**config.mk**
```make
export PLATFORM = sky130hd
export DESIGN_NAME = dfd_mmrs
export DESIGN_NICKNAME = d
export VERILOG_FILES = /design/src/rtl/dfd_mmrs.sv
export SDC_FILE = /design/constraint.sdc
export NUM_CORES = 1
export LEC_CHECK = 0
export CAP_MARGIN = 20
export CORE_AREA = 5 5 484 486
export DETAILED_ROUTE_END_ITERATION = 8
export DIE_AREA = 0 0 489 491
export PLACE_DENSITY = 0.3
export SYNTH_ARGS = -nofsm -noshare
export SYNTH_HDL_FRONTEND = slang
export SYNTH_SLANG_ARGS = --single-unit
```
**constraint.sdc**
```tcl
create_clock -name clk -period 5.2 [get_ports clk]
set_input_delay 1.04 -clock clk [delete_from_list [all_inputs] [get_ports clk]]
set_output_delay 1.04 -clock clk [all_outputs]
set_load 0.02 [all_outputs]
```
**src/rtl/dfd_mmrs.sv**
```systemverilog
// DFD memory-mapped register block: APB slave holding MCR/TR/NTR/DST/CLA CSRs,
// with hardware write-back ports and an external pass-through mode.
package dfd_mmrs_pkg;
    localparam int DFD_APB_ADDR_WIDTH  = 23;
    localparam int DFD_APB_DATA_WIDTH  = 64;
    localparam int DFD_APB_PSTRB_WIDTH = 8;
    localparam int DFD_MAX_INST        = 2;
    localparam int DFD_INST_IDX_W      = 1;

    localparam logic [11:0] MCR_CTRL_OFFSET   = 12'h000;
    localparam logic [11:0] MCR_STATUS_OFFSET = 12'h008;
    localparam logic [11:0] TR_CTRL_OFFSET    = 12'h000;
    localparam logic [11:0] TR_RAMDATA_OFFSET = 12'h008;
    localparam logic [11:0] NTR_CTRL_OFFSET   = 12'h000;
    localparam logic [11:0] DST_CTRL_OFFSET   = 12'h000;
    localparam logic [11:0] CLA_CTRL_OFFSET   = 12'h000;

    // MCR_CTRL is cold/sticky, MCR_STATUS is warm-override, the rest use reset_n.
    localparam logic [63:0] MCR_CTRL_RESET    = 64'h0000_0000_0000_0100;
    localparam logic [63:0] MCR_CTRL_RW       = 64'h00FF_FFFF_FFFF_FF0F;
    localparam logic [31:0] MCR_STATUS_RESET  = 32'h0000_0000;
    localparam logic [63:0] MCR_STATUS_W1C    = 64'h0000_0000_0000_00FF;
    localparam logic [31:0] TR_CTRL_RESET     = 32'h0000_0001;
    localparam logic [63:0] TR_CTRL_RW        = 64'h0000_0000_0000_FFFF;
    localparam logic [31:0] TR_RAMDATA_RESET  = 32'h0000_0000;
    localparam logic [31:0] NTR_CTRL_RESET    = 32'h0000_0010;
    localparam logic [63:0] NTR_CTRL_RW       = 64'h0000_0000_FFFF_FFFF;
    localparam logic [31:0] DST_CTRL_RESET    = 32'h0000_0000;
    localparam logic [63:0] DST_CTRL_RW       = 64'h0000_0000_0000_00FF;
    localparam logic [63:0] CLA_CTRL_RESET    = 64'h0000_0000_0000_0000;
    localparam logic [63:0] CLA_CTRL_RW       = 64'hFFFF_FFFF_FFFF_FFFF;

    typedef struct packed {
        logic        wr_en;
        logic [31:0] data;
    } hw32_s;

    typedef struct packed {
        logic [63:0]                   mcr_ctrl;
        logic [31:0]                   mcr_status;
        logic [31:0]                   ntr_ctrl;
        logic [DFD_MAX_INST-1:0][31:0] tr_ctrl;
        logic [DFD_MAX_INST-1:0][31:0] tr_ramdata;
        logic [DFD_MAX_INST-1:0][31:0] dst_ctrl;
        logic [DFD_MAX_INST-1:0][63:0] cla_ctrl;
    } DfdCsrs_s;

    typedef struct packed {
        hw32_s                    mcr_status;
        hw32_s [DFD_MAX_INST-1:0] tr_ramdata;
    } DfdCsrsWr_s;
endpackage

module dfd_mmrs
    import dfd_mmrs_pkg::*;
#(
    parameter int          INTERNAL_MMRS               = 1,
    parameter int          NTRACE_SUPPORT              = 1,
    parameter int          DST_SUPPORT                 = 1,
    parameter int          CLA_SUPPORT                 = 1,
    parameter int          NUM_TRACE_AND_ANALYZER_INST = 1,
    parameter logic [22:0] BASE_ADDR                   = 23'h0
) (
    input  logic                           clk,
    input  logic                           reset_n,
    input  logic                           reset_n_warm_ovrride,
    input  logic                           cold_reset_n,
    output DfdCsrs_s                       DfdCsrs,
    input  DfdCsrsWr_s                     DfdCsrsWr,
    input  DfdCsrs_s                       DfdCsrs_external,
    output DfdCsrsWr_s                     DfdCsrsWr_external,
    input  logic [DFD_APB_ADDR_WIDTH-1:0]  paddr,
    input  logic                           psel,
    input  logic                           penable,
    input  logic                           pwrite,
    input  logic [DFD_APB_PSTRB_WIDTH-1:0] pstrb,
    input  logic [DFD_APB_DATA_WIDTH-1:0]  pwdata,
    output logic [DFD_APB_DATA_WIDTH-1:0]  prdata,
    output logic                           pready,
    output logic                           pslverr
);
    logic                          access, wr, below, mapped, err;
    logic [22:0]                   offset;
    logic [3:0]                    inst, unit;
    logic [11:0]                   roff;
    logic [DFD_INST_IDX_W-1:0]     iidx;
    logic [63:0]                   bm, rdata, upd;
    logic                          inst_hit;
    DfdCsrs_s                      csr_int;

    logic [63:0]                   mcr_ctrl_q, mcr_ctrl_d;
    logic [31:0]                   mcr_status_q, mcr_status_d, ntr_ctrl_q, ntr_ctrl_d;
    logic [DFD_MAX_INST-1:0][31:0] tr_ctrl_q, tr_ctrl_d, tr_ramdata_q, tr_ramdata_d;
    logic [DFD_MAX_INST-1:0][31:0] dst_ctrl_q, dst_ctrl_d;
    logic [DFD_MAX_INST-1:0][63:0] cla_ctrl_q, cla_ctrl_d;

    // HW write loads first; APB then overrides only its strobed writable/W1C bits.
    function automatic logic [63:0] csr_update(input logic [63:0] cur, input logic hw_en,
                                               input logic [63:0] hw_data, input logic we,
                                               input logic [63:0] bmask, input logic [63:0] wdata,
                                               input logic [63:0] rw_mask, input logic [63:0] w1c_mask);
        logic [63:0] res, rw, clr;
        res = hw_en ? hw_data : cur;
        rw  = we ? (bmask & rw_mask) : 64'h0;
        clr = we ? (bmask & w1c_mask) : 64'h0;
        res = (res & ~rw) | (wdata & rw);
        res = (res & ~clr) | (cur & ~wdata & clr);
        return res;
    endfunction

    assign access = psel & penable & reset_n;
    assign {below, offset} = {1'b0, paddr} - {1'b0, BASE_ADDR};
    assign inst = offset[19:16];
    assign unit = offset[15:12];
    assign roff = offset[11:0];
    assign iidx = inst[DFD_INST_IDX_W-1:0];

    always_comb begin
        for (int i = 0; i < DFD_APB_PSTRB_WIDTH; i++) begin
            bm[8*i +: 8] = {8{pstrb[i]}};
        end
    end

    always_comb begin
        mapped = 1'b0;
        rdata  = '0;
        if (offset[22:20] == 3'd0 && int'(inst) < NUM_TRACE_AND_ANALYZER_INST) begin
            case (unit)
                4'd0: if (inst == 4'd0) begin
                    if (roff == MCR_CTRL_OFFSET) begin
                        mapped = 1'b1; rdata = mcr_ctrl_q;
                    end else if (roff == MCR_STATUS_OFFSET) begin
                        mapped = 1'b1; rdata = {32'h0, mcr_status_q};
                    end
                end
                4'd1: if (roff == TR_CTRL_OFFSET) begin
                    mapped = 1'b1; rdata = {32'h0, tr_ctrl_q[iidx]};
                end else if (roff == TR_RAMDATA_OFFSET) begin
                    mapped = 1'b1; rdata = {32'h0, tr_ramdata_q[iidx]};
                end
                4'd2: if (inst == 4'd0 && NTRACE_SUPPORT != 0 && roff == NTR_CTRL_OFFSET) begin
                    mapped = 1'b1; rdata = {32'h0, ntr_ctrl_q};
                end
                4'd3: if (DST_SUPPORT != 0 && roff == DST_CTRL_OFFSET) begin
                    mapped = 1'b1; rdata = {32'h0, dst_ctrl_q[iidx]};
                end
                4'd4: if (CLA_SUPPORT != 0 && roff == CLA_CTRL_OFFSET) begin
                    mapped = 1'b1; rdata = cla_ctrl_q[iidx];
                end
                default: ;
            endcase
        end
    end

    assign err     = below || (paddr[2:0] != 3'd0) || !mapped || (INTERNAL_MMRS == 0);
    assign wr      = access & pwrite & ~err;
    assign pready  = access;
    assign pslverr = access & err;
    assign prdata  = (access && !err) ? rdata : 64'h0;

    always_comb begin
        upd      = '0;
        inst_hit = 1'b0;
        mcr_ctrl_d = csr_update(mcr_ctrl_q, 1'b0, 64'h0, wr && unit == 4'd0 && roff == MCR_CTRL_OFFSET,
                                bm, pwdata, MCR_CTRL_RW, 64'h0);
        upd = csr_update(64'(mcr_status_q), DfdCsrsWr.mcr_status.wr_en, 64'(DfdCsrsWr.mcr_status.data),
                         wr && unit == 4'd0 && roff == MCR_STATUS_OFFSET, bm, pwdata, 64'h0, MCR_STATUS_W1C);
        mcr_status_d = upd[31:0];
        upd = csr_update(64'(ntr_ctrl_q), 1'b0, 64'h0, wr && unit == 4'd2, bm, pwdata, NTR_CTRL_RW, 64'h0);
        ntr_ctrl_d = upd[31:0];
        for (int i = 0; i < DFD_MAX_INST; i++) begin
            inst_hit = wr && (int'(inst) == i);
            upd = csr_update(64'(tr_ctrl_q[i]), 1'b0, 64'h0, inst_hit && unit == 4'd1 && roff == TR_CTRL_OFFSET,
                             bm, pwdata, TR_CTRL_RW, 64'h0);
            tr_ctrl_d[i] = upd[31:0];
            upd = csr_update(64'(tr_ramdata_q[i]), DfdCsrsWr.tr_ramdata[i].wr_en && i < NUM_TRACE_AND_ANALYZER_INST,
                             64'(DfdCsrsWr.tr_ramdata[i].data), 1'b0, bm, pwdata, 64'h0, 64'h0);
            tr_ramdata_d[i] = upd[31:0];
            upd = csr_update(64'(dst_ctrl_q[i]), 1'b0, 64'h0, inst_hit && unit == 4'd3, bm, pwdata, DST_CTRL_RW, 64'h0);
            dst_ctrl_d[i] = upd[31:0];
            cla_ctrl_d[i] = csr_update(cla_ctrl_q[i], 1'b0, 64'h0, inst_hit && unit == 4'd4, bm, pwdata,
                                       CLA_CTRL_RW, 64'h0);
        end
    end

    always_ff @(posedge clk or negedge cold_reset_n) begin
        if (!cold_reset_n) mcr_ctrl_q <= MCR_CTRL_RESET;
        else               mcr_ctrl_q <= mcr_ctrl_d;
    end

    always_ff @(posedge clk or negedge reset_n_warm_ovrride) begin
        if (!reset_n_warm_ovrride) mcr_status_q <= MCR_STATUS_RESET;
        else                       mcr_status_q <= mcr_status_d;
    end

    always_ff @(posedge clk or negedge reset_n) begin
        if (!reset_n) begin
            ntr_ctrl_q <= NTR_CTRL_RESET;
            for (int i = 0; i < DFD_MAX_INST; i++) begin
                tr_ctrl_q[i]    <= TR_CTRL_RESET;
                tr_ramdata_q[i] <= TR_RAMDATA_RESET;
                dst_ctrl_q[i]   <= DST_CTRL_RESET;
                cla_ctrl_q[i]   <= CLA_CTRL_RESET;
            end
        end else begin
            ntr_ctrl_q   <= ntr_ctrl_d;
            tr_ctrl_q    <= tr_ctrl_d;
            tr_ramdata_q <= tr_ramdata_d;
            dst_ctrl_q   <= dst_ctrl_d;
            cla_ctrl_q   <= cla_ctrl_d;
        end
    end

    always_comb begin
        csr_int            = '0;
        csr_int.mcr_ctrl   = mcr_ctrl_q;
        csr_int.mcr_status = mcr_status_q;
        csr_int.ntr_ctrl   = ntr_ctrl_q;
        csr_int.tr_ctrl    = tr_ctrl_q;
        csr_int.tr_ramdata = tr_ramdata_q;
        csr_int.dst_ctrl   = dst_ctrl_q;
        csr_int.cla_ctrl   = cla_ctrl_q;
    end

    assign DfdCsrs            = (INTERNAL_MMRS != 0) ? csr_int : DfdCsrs_external;
    assign DfdCsrsWr_external = (INTERNAL_MMRS != 0) ? '0 : DfdCsrsWr;
endmodule

```
# Word-level counts from Yosys, hierarchy flattened
# Cells that the tools add are included.
[word_totals] output_inout_bits=613 regBits=416 word_cells=125
[op_classes] n_reduce_logical=27 order_cmp=2 mux=36 bitwise_logic=44 n_eq_ne=6
[op_table] op="64-bit 2-to-1 mux" n=10
[op_table] op="32-bit 2-to-1 mux" n=12
[op_table] op="64-bit AND" n=5
[op_table] op="64-bit one-hot mux with 5 select lines" n=1
[op_table] op="32-bit AND" n=8
[op_table] op="32-bit OR" n=6
[op_table] op="64-bit OR" n=3
[op_table] op="64-bit inverter" n=2
[op_table] op="32-bit by 8-bit AND with 32-bit output" n=3
[op_table] op="8-bit inverter with 32-bit output" n=3
[op_table] op="32-bit by 16-bit AND with 32-bit output" n=2
[op_table] op="64-bit by 56-bit AND with 64-bit output" n=1
[op_table] op="16-bit inverter with 32-bit output" n=2
[op_table] op="32-bit inverter" n=2
[op_table] op="56-bit inverter with 64-bit output" n=1
[op_table] op="56-bit 2-to-1 mux" n=1
[op_table] op="16-bit 2-to-1 mux" n=2
[op_table] op="8-bit 2-to-1 mux" n=3
[op_table] op="1-bit logical AND" n=17
[op_table] op="12-bit by 4-bit equality test with 1-bit output, second input constant" n=1
[op_table] op="4-bit by 2-bit equality test with 1-bit output, second input constant" n=3
[op_table] op="12-bit logical NOT" n=1
[op_table] op="4-bit logical NOT" n=3
[op_table] op="1-bit 2-to-1 mux" n=6
[op_table] op="12 further kinds" n=17

# Logic depth before layout (Yosys ltp)
# Gate-level depths: netlist of the first run.
[logic_depth] ltp_word=17 mapped_depth=9 depth_no_buf=6

# Worst setup path before layout of the first run
# OpenSTA, ideal clock, no wires.
[synth_timing] path_kind="in2out" from="input paddr[11]" to="output prdata[57]" required_ns=4.160 path_slack_ns=0.559 cell_stages=8 t_arrival_ns=3.601 cell_sequence="or4_1 > nor3_4 > o21ai_4 > buf_12 > a211o_2 > clkbuf_1 > clkbuf_1 > nor3_1"
[synth_via] elab_chain_cells=11 elab_cells_between_ends=20 classes_between="1 x eq/ne; 13 x mux; 6 x reduce/logical"
[synth_rtl] element="start, declared" line="72" source="input logic [DFD_APB_ADDR_WIDTH-1:0] paddr,"
[synth_rtl] element="12-bit by 4-bit equality test with 1-bit output" line="132, 138"
[synth_rtl] element="1-bit 2-to-1 mux" line="132, 138"
[synth_rtl] element="1-bit 2-to-1 mux" line="130" source="if (roff == MCR_CTRL_OFFSET) begin"
[synth_rtl] element="1-bit 2-to-1 mux" line="129" source="4'd0: if (inst == 4'd0) begin"
[synth_rtl] element="1-bit one-hot mux with 4 select lines" line="128" source="case (unit)"
[synth_rtl] element="1-bit 2-to-1 mux" line="127" source="if (offset[22:20] == 3'd0 && int'(inst) < NUM_TRACE_AND_ANALYZER_INST) begin"
[synth_rtl] element="1-bit logical NOT" line="155" source="assign err = below || (paddr[2:0] != 3'd0) || !mapped || (INTERNAL_MMRS == 0);"
[synth_rtl] element="1-bit logical OR" line="155"
[synth_rtl] element="1-bit logical NOT" line="159" source="assign prdata = (access && !err) ? rdata : 64'h0;"
[synth_rtl] element="1-bit logical AND" line="159"
[synth_rtl] element="64-bit 2-to-1 mux *" line="159"
[synth_rtl] element="end, declared" line="78" source="output logic [DFD_APB_DATA_WIDTH-1:0] prdata,"
# Every way passes the cells marked *; elsewhere a longest branch is shown, timed or not.

# Worst setup path in the final report of the first run
[layout_timing] from="input paddr[11]" to="output prdata[45]"
# Same word-level chain as after synthesis.

==> metrics.md, run 1 <==
| Metric | Value |
|---|---|
| Final core utilization | `12.0%` |
| Worst reg-to-reg setup slack | `roughly 4.2 ns` |
| Number of flops mapped to enable cells by yosys | `0` |
| Final setup margin | `0.0800 ns` |
| Proportion of synthesized flip-flops having asynchronous set or reset | `between 90% and 100%` |
| Count of boundary I/O pins | `approximately 1300` |
| I/O Buffers | `557` |
| Worst slack, placed | `-0.263 ns` |
| Synthesized area | `0.0161 sq mm` |
| Highest achievable clock rate | `slightly below 0.2 GHz` |
| Switching part of the total power | `about 28%` |
| Number of buffers between clock root and the deepest sink | `3` |
| Post-synthesis area per instance | `12.2 sq um` |
| Worst Path Buf+Inv | `4` |
| DRC violations left | `0` |
| Final worst-path cycle share | `98.5%` |
| Yosys reg bits | `~320` |
| Final setup violation count | `0` |
| Total area of sequential cells | `roughly 0.008 sq mm` |
| Static leakage | `about 11 nW` |
| Highest-delay cell along the critical path | `sky130_fd_sc_hd__clkdlybuf4s50_1` |
| Number of instances in the synthesized netlist | `roughly 1300` |
| Filler cell count in the final layout | `approximately 26000` |
| Sequential share of the synthesized area | `about half` |
| Initial antenna violation count | `41` |
| Overall via count from detail_route | `~13000` |
| Final weighted congestion of routability-driven global placement | `about 0.72` |
| Max IR drop VDD | `approximately 240 uV` |
| Final net count | `2566` |
| Post-route worst hold slack | `approximately 0.38 ns` |
| Unrepaired setup endpoints after global routing | `yes` |
| Relative slew slack | `between 20% and 30%` |
| Slew Limit Fails | `0` |
| Main area contributors after synthesis | `sky130_fd_sc_hd__dfrtp_1 (50%), sky130_fd_sc_hd__mux2_2 (17%), sky130_fd_sc_hd__buf_4 (10%)` |
| TritonCTS Buffers | `around 50` |
| First-pass GRT wire length | `between 100000 and 150000 microns` |
| Net switching power | `between 0.002 and 0.0025 W` |
| Clock transition at the register clock pins on the worst setup and hold paths after CTS | `0.06 ns` |
| DPL Wire Length | `roughly 92000 microns` |
| Die Footprint | `around 0.24 sq mm` |
| Number of cell instances on the worst register-to-register path | `1` |
| Routed length per instance | `22.9 microns` |
| Count of H-tree levels built during CTS | `2` |
| Area share of the largest cell type after synthesis | `about 50%` |
| Drt via density | `2.52` |
| Number of design-rule violations left by the first detailed-router iteration | `between 600 and 700` |
| Largest delay contributor family on the critical path | `buffers and inverters` |
| Core Region | `approximately 0.23 sq mm` |
| Final Critical Period | `5.12 ns` |
| Die Span X | `roughly 500 microns` |
| Detailed Routing Iterations Pass 1 | `5` |
| Maximum number of pins on one net before global-route repair | `60` |
| Total power density per cell area | `~270 mW/mm^2` |
| Height of the die | `491 microns` |
| Delay of the slowest cell on the worst path | `around 0.63 ns` |
| Endpoint type of the worst setup path | `output port` |
| Transition time at the pin with the least slew margin | `between 1 and 1.5 ns` |
| Number of violations of the max-capacitance limit | `0` |
| Reg2Reg Launch Point | `DfdCsrs[196]$_DFFE_PN0P_` |
| Worst EP arrival | `approximately 4 ns` |
| Combined global-route utilization of all metal layers | `under 10%` |
| Proportion of power drawn by the clock network | `54.8%` |
| Growth of design area from synthesis to finish | `71.1%` |
| Cell at the root of the clock tree | `sky130_fd_sc_hd__clkbuf_16` |
| Max Fanout on Critical Path | `9` |
| Worst reg2reg path endpoint | `DfdCsrs[196]$_DFFE_PN0P_` |
| Clk sinks | `324` |
| Internal Dissipation | `roughly 0.0054 W` |
| Data required, critical path | `about 4.2 ns` |
| Antenna Violating Nets Remaining | `0` |
| Number of warning messages in the yosys log | `0` |
| Total overflow reported by the global router | `0` |
| Crit start category | `input port` |
| Vias in the first global route | `13328` |
| Top_reg_cell synth | `sky130_fd_sc_hd__dfrtp_1` |
| Clock tree from TritonCTS | `done` |
| Clock insertion delay at the later pin of the skew report | `approximately 0.65 ns` |
| Most common cell in the synthesized netlist | `sky130_fd_sc_hd__dfrtp_1` |
| Clock Skews | `0 ns` |
| Crit-path cells | `clkdlybuf4s50_1 -> or4_4 -> buf_4 -> nor3_4 -> o21ai_4 -> a211o_4 -> buf_4 -> nor2_1 -> clkdlybuf4s50_1` |
| WS Path Type | `in -> out` |
| Cell variety after synth | `52` |
| Leading post-synthesis cells by instance count | `sky130_fd_sc_hd__dfrtp_1 (320), sky130_fd_sc_hd__mux2_2 (239), sky130_fd_sc_hd__buf_4 (225)` |
| Drt total wl | `roughly 110000 microns` |
| Standard-cell row count | `176` |
| Worst hold-check path type | `in -> async` |
| Cell taking the most area after synthesis | `sky130_fd_sc_hd__dfrtp_1` |
| Combinational share of power | `a little under a tenth` |
| Portion of total power attributed to sequential cells | `about 36%` |
| Layout cells sized above 1 | `between 20% and 30%` |
| CTS Hold Buffers Added | `0` |
| Final Hold Vio Count | `0` |
| Area of the multi-input gates | `around 0.0067 sq mm` |
| Initial Utilization | `between 7 and 8%` |
| Result of the run | `finished, final reports clean` |
==> final cells by class <==
class | count | share of cell area [%]
Multi-Input combinational cell | 844 | 24.1
Antenna cell | 9 | 0.0817
Clock buffer | 68 | 5.26
Clock inverter | 27 | 1.68
Timing Repair Buffer | 694 | 25.7
Tap cell | 3026 | 13.7
Inverter | 2 | 0.0272
Sequential cell | 324 | 29.4
==> layout by cell type, fill, tap and decap left out, drive strengths merged, types with 3 or more instances in the layout <==
cell           instances
clkinv                 8
nand2                 12
a22o                  10
nor4b                  4
o221ai                 3
clkinvlp               4
mux2i                 73
conb                 223
clkbuf                68
nor4                  10
and2                   3
diode                  9
or4                    5
dfrtp                320
clkdlybuf4s50        502
a21oi                 60
a22oi                 29
dfstp                  4
mux2                 247
nor2                  65
bufinv                11
nand4                  4
o22a                   3
a222oi                26
buf                  176
a221oi                 5
dlygate4sd2            7
nor3                  14
inv                    6
o22ai                 12
nand3                  6
a2111oi               13
dlymetal6s2s           9
==> timing repair <==
item,CTS,global route
setup buffers,2,0
pin swaps,3,1
resized for setup,13,11
endpoints found under the setup margin,54,12
==> routing by layer <==
metal | track usage [%] | part of all wire, %
met5 | 0 | 0.040
met2 | 17.3 | 53
met1 | 9.49 | 35
met3 | 3.29 | 8.7
met4 | 2.52 | 2.8
==> worst max path at each step <==
stage / to / start / cells after the start / slack, ns
6_report: prdata[45] / paddr[11] / 9 / 0.08
4_1_cts: prdata[16] / paddr[7] / 10 / -0.03
3_5_place_dp: prdata[16] / paddr[11] / 10 / -0.26
3_3_place_gp: prdata[16] / paddr[11] / 10 / -0.23
2_1_floorplan: prdata[57] / paddr[11] / 8 / 0.56
5_1_grt: prdata[58] / paddr[11] / 8 / -0.004
==> power groups by stage <==
stage / clock (W) / sequential [W] / combinational [W]
5_1_grt: 0.00434 / 0.00264 / 0.000762
3_5_place_dp: 0 / 0.00269 / 0.000724
3_3_place_gp: 0 / 0.00269 / 0.000724
2_1_floorplan: 0 / 0.00271 / 0.000381
6_report: 0.00406 / 0.00264 / 0.000711
4_1_cts: 0.00429 / 0.00264 / 0.000728
==> metrics by stage <==
| stage | instance area, sq um | TNS [ns] | power, W | std cells |
|---|---|---|---|---|
| finish | 27600 | 0 | 0.00740 | 4994 |
| global placement | 25500 | -4.82 | 0.00341 | 4887 |
| detailed placement | 25600 | -5.46 | 0.00341 | 4888 |
| CTS | 27500 | -0.0257 | 0.00766 | 4985 |
| global route | 27600 | -0.00411 | 0.00774 | 4990 |
| floorplan | 17000 | 0 | 0.00309 | 1539 |
==> cells by family after synthesis <==
kind of cell    share of synthesized area (%)
buf+inv                                  14.1
simple gates                             4.43
other cells                            0.0233
flops                                    50.3
compound gates                           9.11
mux                                      22.0
(Power assumes the default switching activity.)
==> run 2, diff against run 1 <==
Settings changed: CAP_MARGIN 20 to 0, CORE_AREA 5 5 484 486 to 8 8 487 489, DIE_AREA 0 0 489 491 to 0 0 495 497.
==> run 2 against run 1 <==
Compared with the run above:
- non-clock buffer count grew 1
- sequential power about the same
- first-iteration DRC count shrank 18%
- worst hold slack lost 0.20 ns
- highest routed layer unchanged
==> metrics.md, run 2 (same netlist as run 1, synthesis figures left out) <==
| Metric | Value |
|---|---|
| Area of the multi-input gates | `about 0.0067 sq mm` |
| Total overflow reported by the global router | `0` |
| Clk sinks | `324` |
| Detailed Routing Iterations Pass 1 | `6` |
| Standard-cell row count | `176` |
| Vias in the first global route | `roughly 13000` |
| DPL Wire Length | `between 80000 and 90000 microns` |
| Growth of design area from synthesis to finish | `69.6%` |
| Transition time at the pin with the least slew margin | `between 0.9 and 1 ns` |
| Antenna Violating Nets Remaining | `0` |
| Combined global-route utilization of all metal layers | `8.41%` |
| Result of the run | `finished, final reports clean` |
| Number of buffers between clock root and the deepest sink | `3` |
| I/O Buffers | `approximately 560` |
| Crit start category | `input port` |
| Final Critical Period | `between 5 and 6 ns` |
| Count of boundary I/O pins | `about 1300` |
| Height of the die | `497 microns` |
| Placed standard-cell area | `about 0.026 sq mm` |
| First-pass GRT wire length | `about 140000 microns` |
| Number of cell instances on the worst register-to-register path | `1` |
| Final core utilization | `roughly an eighth` |
| Worst slack, placed | `-0.493 ns` |
| Layout cells sized above 1 | `roughly 28%` |
| Worst Setup EP | `prdata[2]` |
| Initial antenna violation count | `39` |
| Worst reg2reg path endpoint | `DfdCsrs[199]$_DFFE_PN0P_` |
| DRC violations left | `0` |
| Endpoint type of the worst setup path | `output port` |
| Slew Limit Fails | `0` |
| Core Region | `around 0.23 sq mm` |
| Overall via count from detail_route | `~12000` |
| Final Hold Vio Count | `0` |
| Worst reg-to-reg setup slack | `roughly 4.2 ns` |
| Filler cell count in the final layout | `between 20000 and 30000` |
| Clock transition at the register clock pins on the worst setup and hold paths after CTS | `approximately 0.060 ns` |
| Data required, critical path | `~4.2 ns` |
| Die Span X | `around 500 microns` |
| Count of H-tree levels built during CTS | `2` |
| Number of violations of the max-capacitance limit | `0` |
| Cell at the root of the clock tree | `sky130_fd_sc_hd__clkbuf_16` |
| Initial Utilization | `~7%` |
| Final net count | `2565` |
| WS Path Type | `in -> out` |
| Worst EP arrival | `between 4 and 5 ns` |
| Total power density per cell area | `between 200 and 300 mW/mm^2` |
| Clock Skews | `0 ns` |
| Launch point of the worst path | `paddr[6]` |
| Clock tree from TritonCTS | `done` |
| Relative slew slack | `between 30% and 40%` |
| Clock insertion delay at the later pin of the skew report | `0.64 ns` |
| Unrepaired setup endpoints after global routing | `no` |
| TritonCTS Buffers | `between 40 and 50` |
| Final setup margin | `approximately 0.13 ns` |
| Drt total wl | `roughly 110000 microns` |
| Routed length per instance | `about 22 microns` |
| Number of design-rule violations left by the first detailed-router iteration | `~510` |
| Worst hold-check path type | `in -> async` |
| Drt via density | `2.48` |
| Reg2Reg Launch Point | `DfdCsrs[199]$_DFFE_PN0P_` |
| Final worst-path cycle share | `97.6%` |
| Final instance area | `around 0.027 sq mm` |
| Highest achievable clock rate | `0.197 GHz` |
| Maximum number of pins on one net before global-route repair | `64` |
| Total area of sequential cells | `between 0.008 and 0.009 sq mm` |
| Most common cell after layout, fill and taps aside | `sky130_fd_sc_hd__clkdlybuf4s50_1` |
| Final setup violation count | `0` |
| Die Footprint | `around 0.25 sq mm` |
| Max IR drop VDD | `between 200 and 250 uV` |
| Max Fanout on Critical Path | `33` |
| Final weighted congestion of routability-driven global placement | `around 0.7` |
| Static leakage | `~11 nW` |
| Commonest cells after routing, fill and taps aside | `sky130_fd_sc_hd__clkdlybuf4s50_1 (497), sky130_fd_sc_hd__dfrtp_1 (320), sky130_fd_sc_hd__mux2_2 (239)` |
run 2: cell types whose count changed in the layout (fill, tap and decap cells not counted), moves of 3 or more:
cell | previous run | this run
sky130_fd_sc_hd__bufinv_16 | 11 | 4
sky130_fd_sc_hd__dlymetal6s2s_1 | 9 | 3
sky130_fd_sc_hd__buf_4 | 125 | 122
sky130_fd_sc_hd__clkdlybuf4s50_1 | 502 | 497
sky130_fd_sc_hd__clkinv_2 | 7 | 11
sky130_fd_sc_hd__dlygate4sd2_1 | 7 | 24
sky130_fd_sc_hd__clkbuf_8 | 11 | 7
run 2: critical path, stage by stage:
cell and delay [ns]:
sky130_fd_sc_hd__clkdlybuf4s50_1 0.47, sky130_fd_sc_hd__or4_4 0.58, sky130_fd_sc_hd__buf_4 0.19, sky130_fd_sc_hd__nor3_4 0.25
sky130_fd_sc_hd__o21ai_4 0.11, sky130_fd_sc_hd__a211o_4 0.38, sky130_fd_sc_hd__buf_12 0.20, sky130_fd_sc_hd__nor2_1 0.15
sky130_fd_sc_hd__clkdlybuf4s50_1 0.63
run 2: timing repair:
item,4_1_cts,5_1_grt
gates resized for setup,34,6
setup endpoints to repair,58,25
pin swaps,1,1
buffers inserted,2,0
hold buffers,0,0
run 2: where the power goes:
part	switching [W]	leakage, nW	internal (W)
Combinational	0.000438	5.65	0.000271
Sequential	0.0000567	4.37	0.00257
Clock	0.00146	0.809	0.00204
Total	0.00195	10.8	0.00489
run 2: stage by stage:
| stage | setup TNS (ns) | hold WS [ns] | total power (W) | cells |
|---|---|---|---|---|
| 2_1_floorplan | 0 | 0.487 | 0.00309 | 1539 |
| 3_3_place_gp | -15.72 | 0.373 | 0.00339 | 4889 |
| 3_5_place_dp | -14.23 | 0.371 | 0.00339 | 4889 |
| 4_1_cts | -0.126 | 0.0851 | 0.00708 | 4980 |
| 5_1_grt | 0 | 0.116 | 0.00718 | 4983 |
| 6_report | 0 | 0.176 | 0.00684 | 4991 |
run 2: worst min path at each step:
stage	endpoint	start	depth (start not counted)
floorplan	flop	flop	1
global placement	flop	flop	0
detailed placement	flop	flop	0
CTS	async pin	reset_n	1
global route	async pin	reset_n	1
finish	async pin	reset_n	1
run 2: final cells by class:
cell class / instances / share of cell area, %
Clock inverter: 25 / 1.09
Tap cell: 3026 / 13.9
Inverter: 2 / 0.0275
Clock buffer: 64 / 4.95
Sequential cell: 324 / 29.7
Multi-Input combinational cell: 844 / 24.5
Antenna cell: 11 / 0.101
Timing Repair Buffer: 695 / 25.8
run 2: metal layers:
metal | wire, microns | track usage (%)
met4 | 4520 | 3.28
met5 | 63 | 0
met3 | 11200 | 3.46
met1 | 39000 | 8.82
met2 | 53800 | 14.9
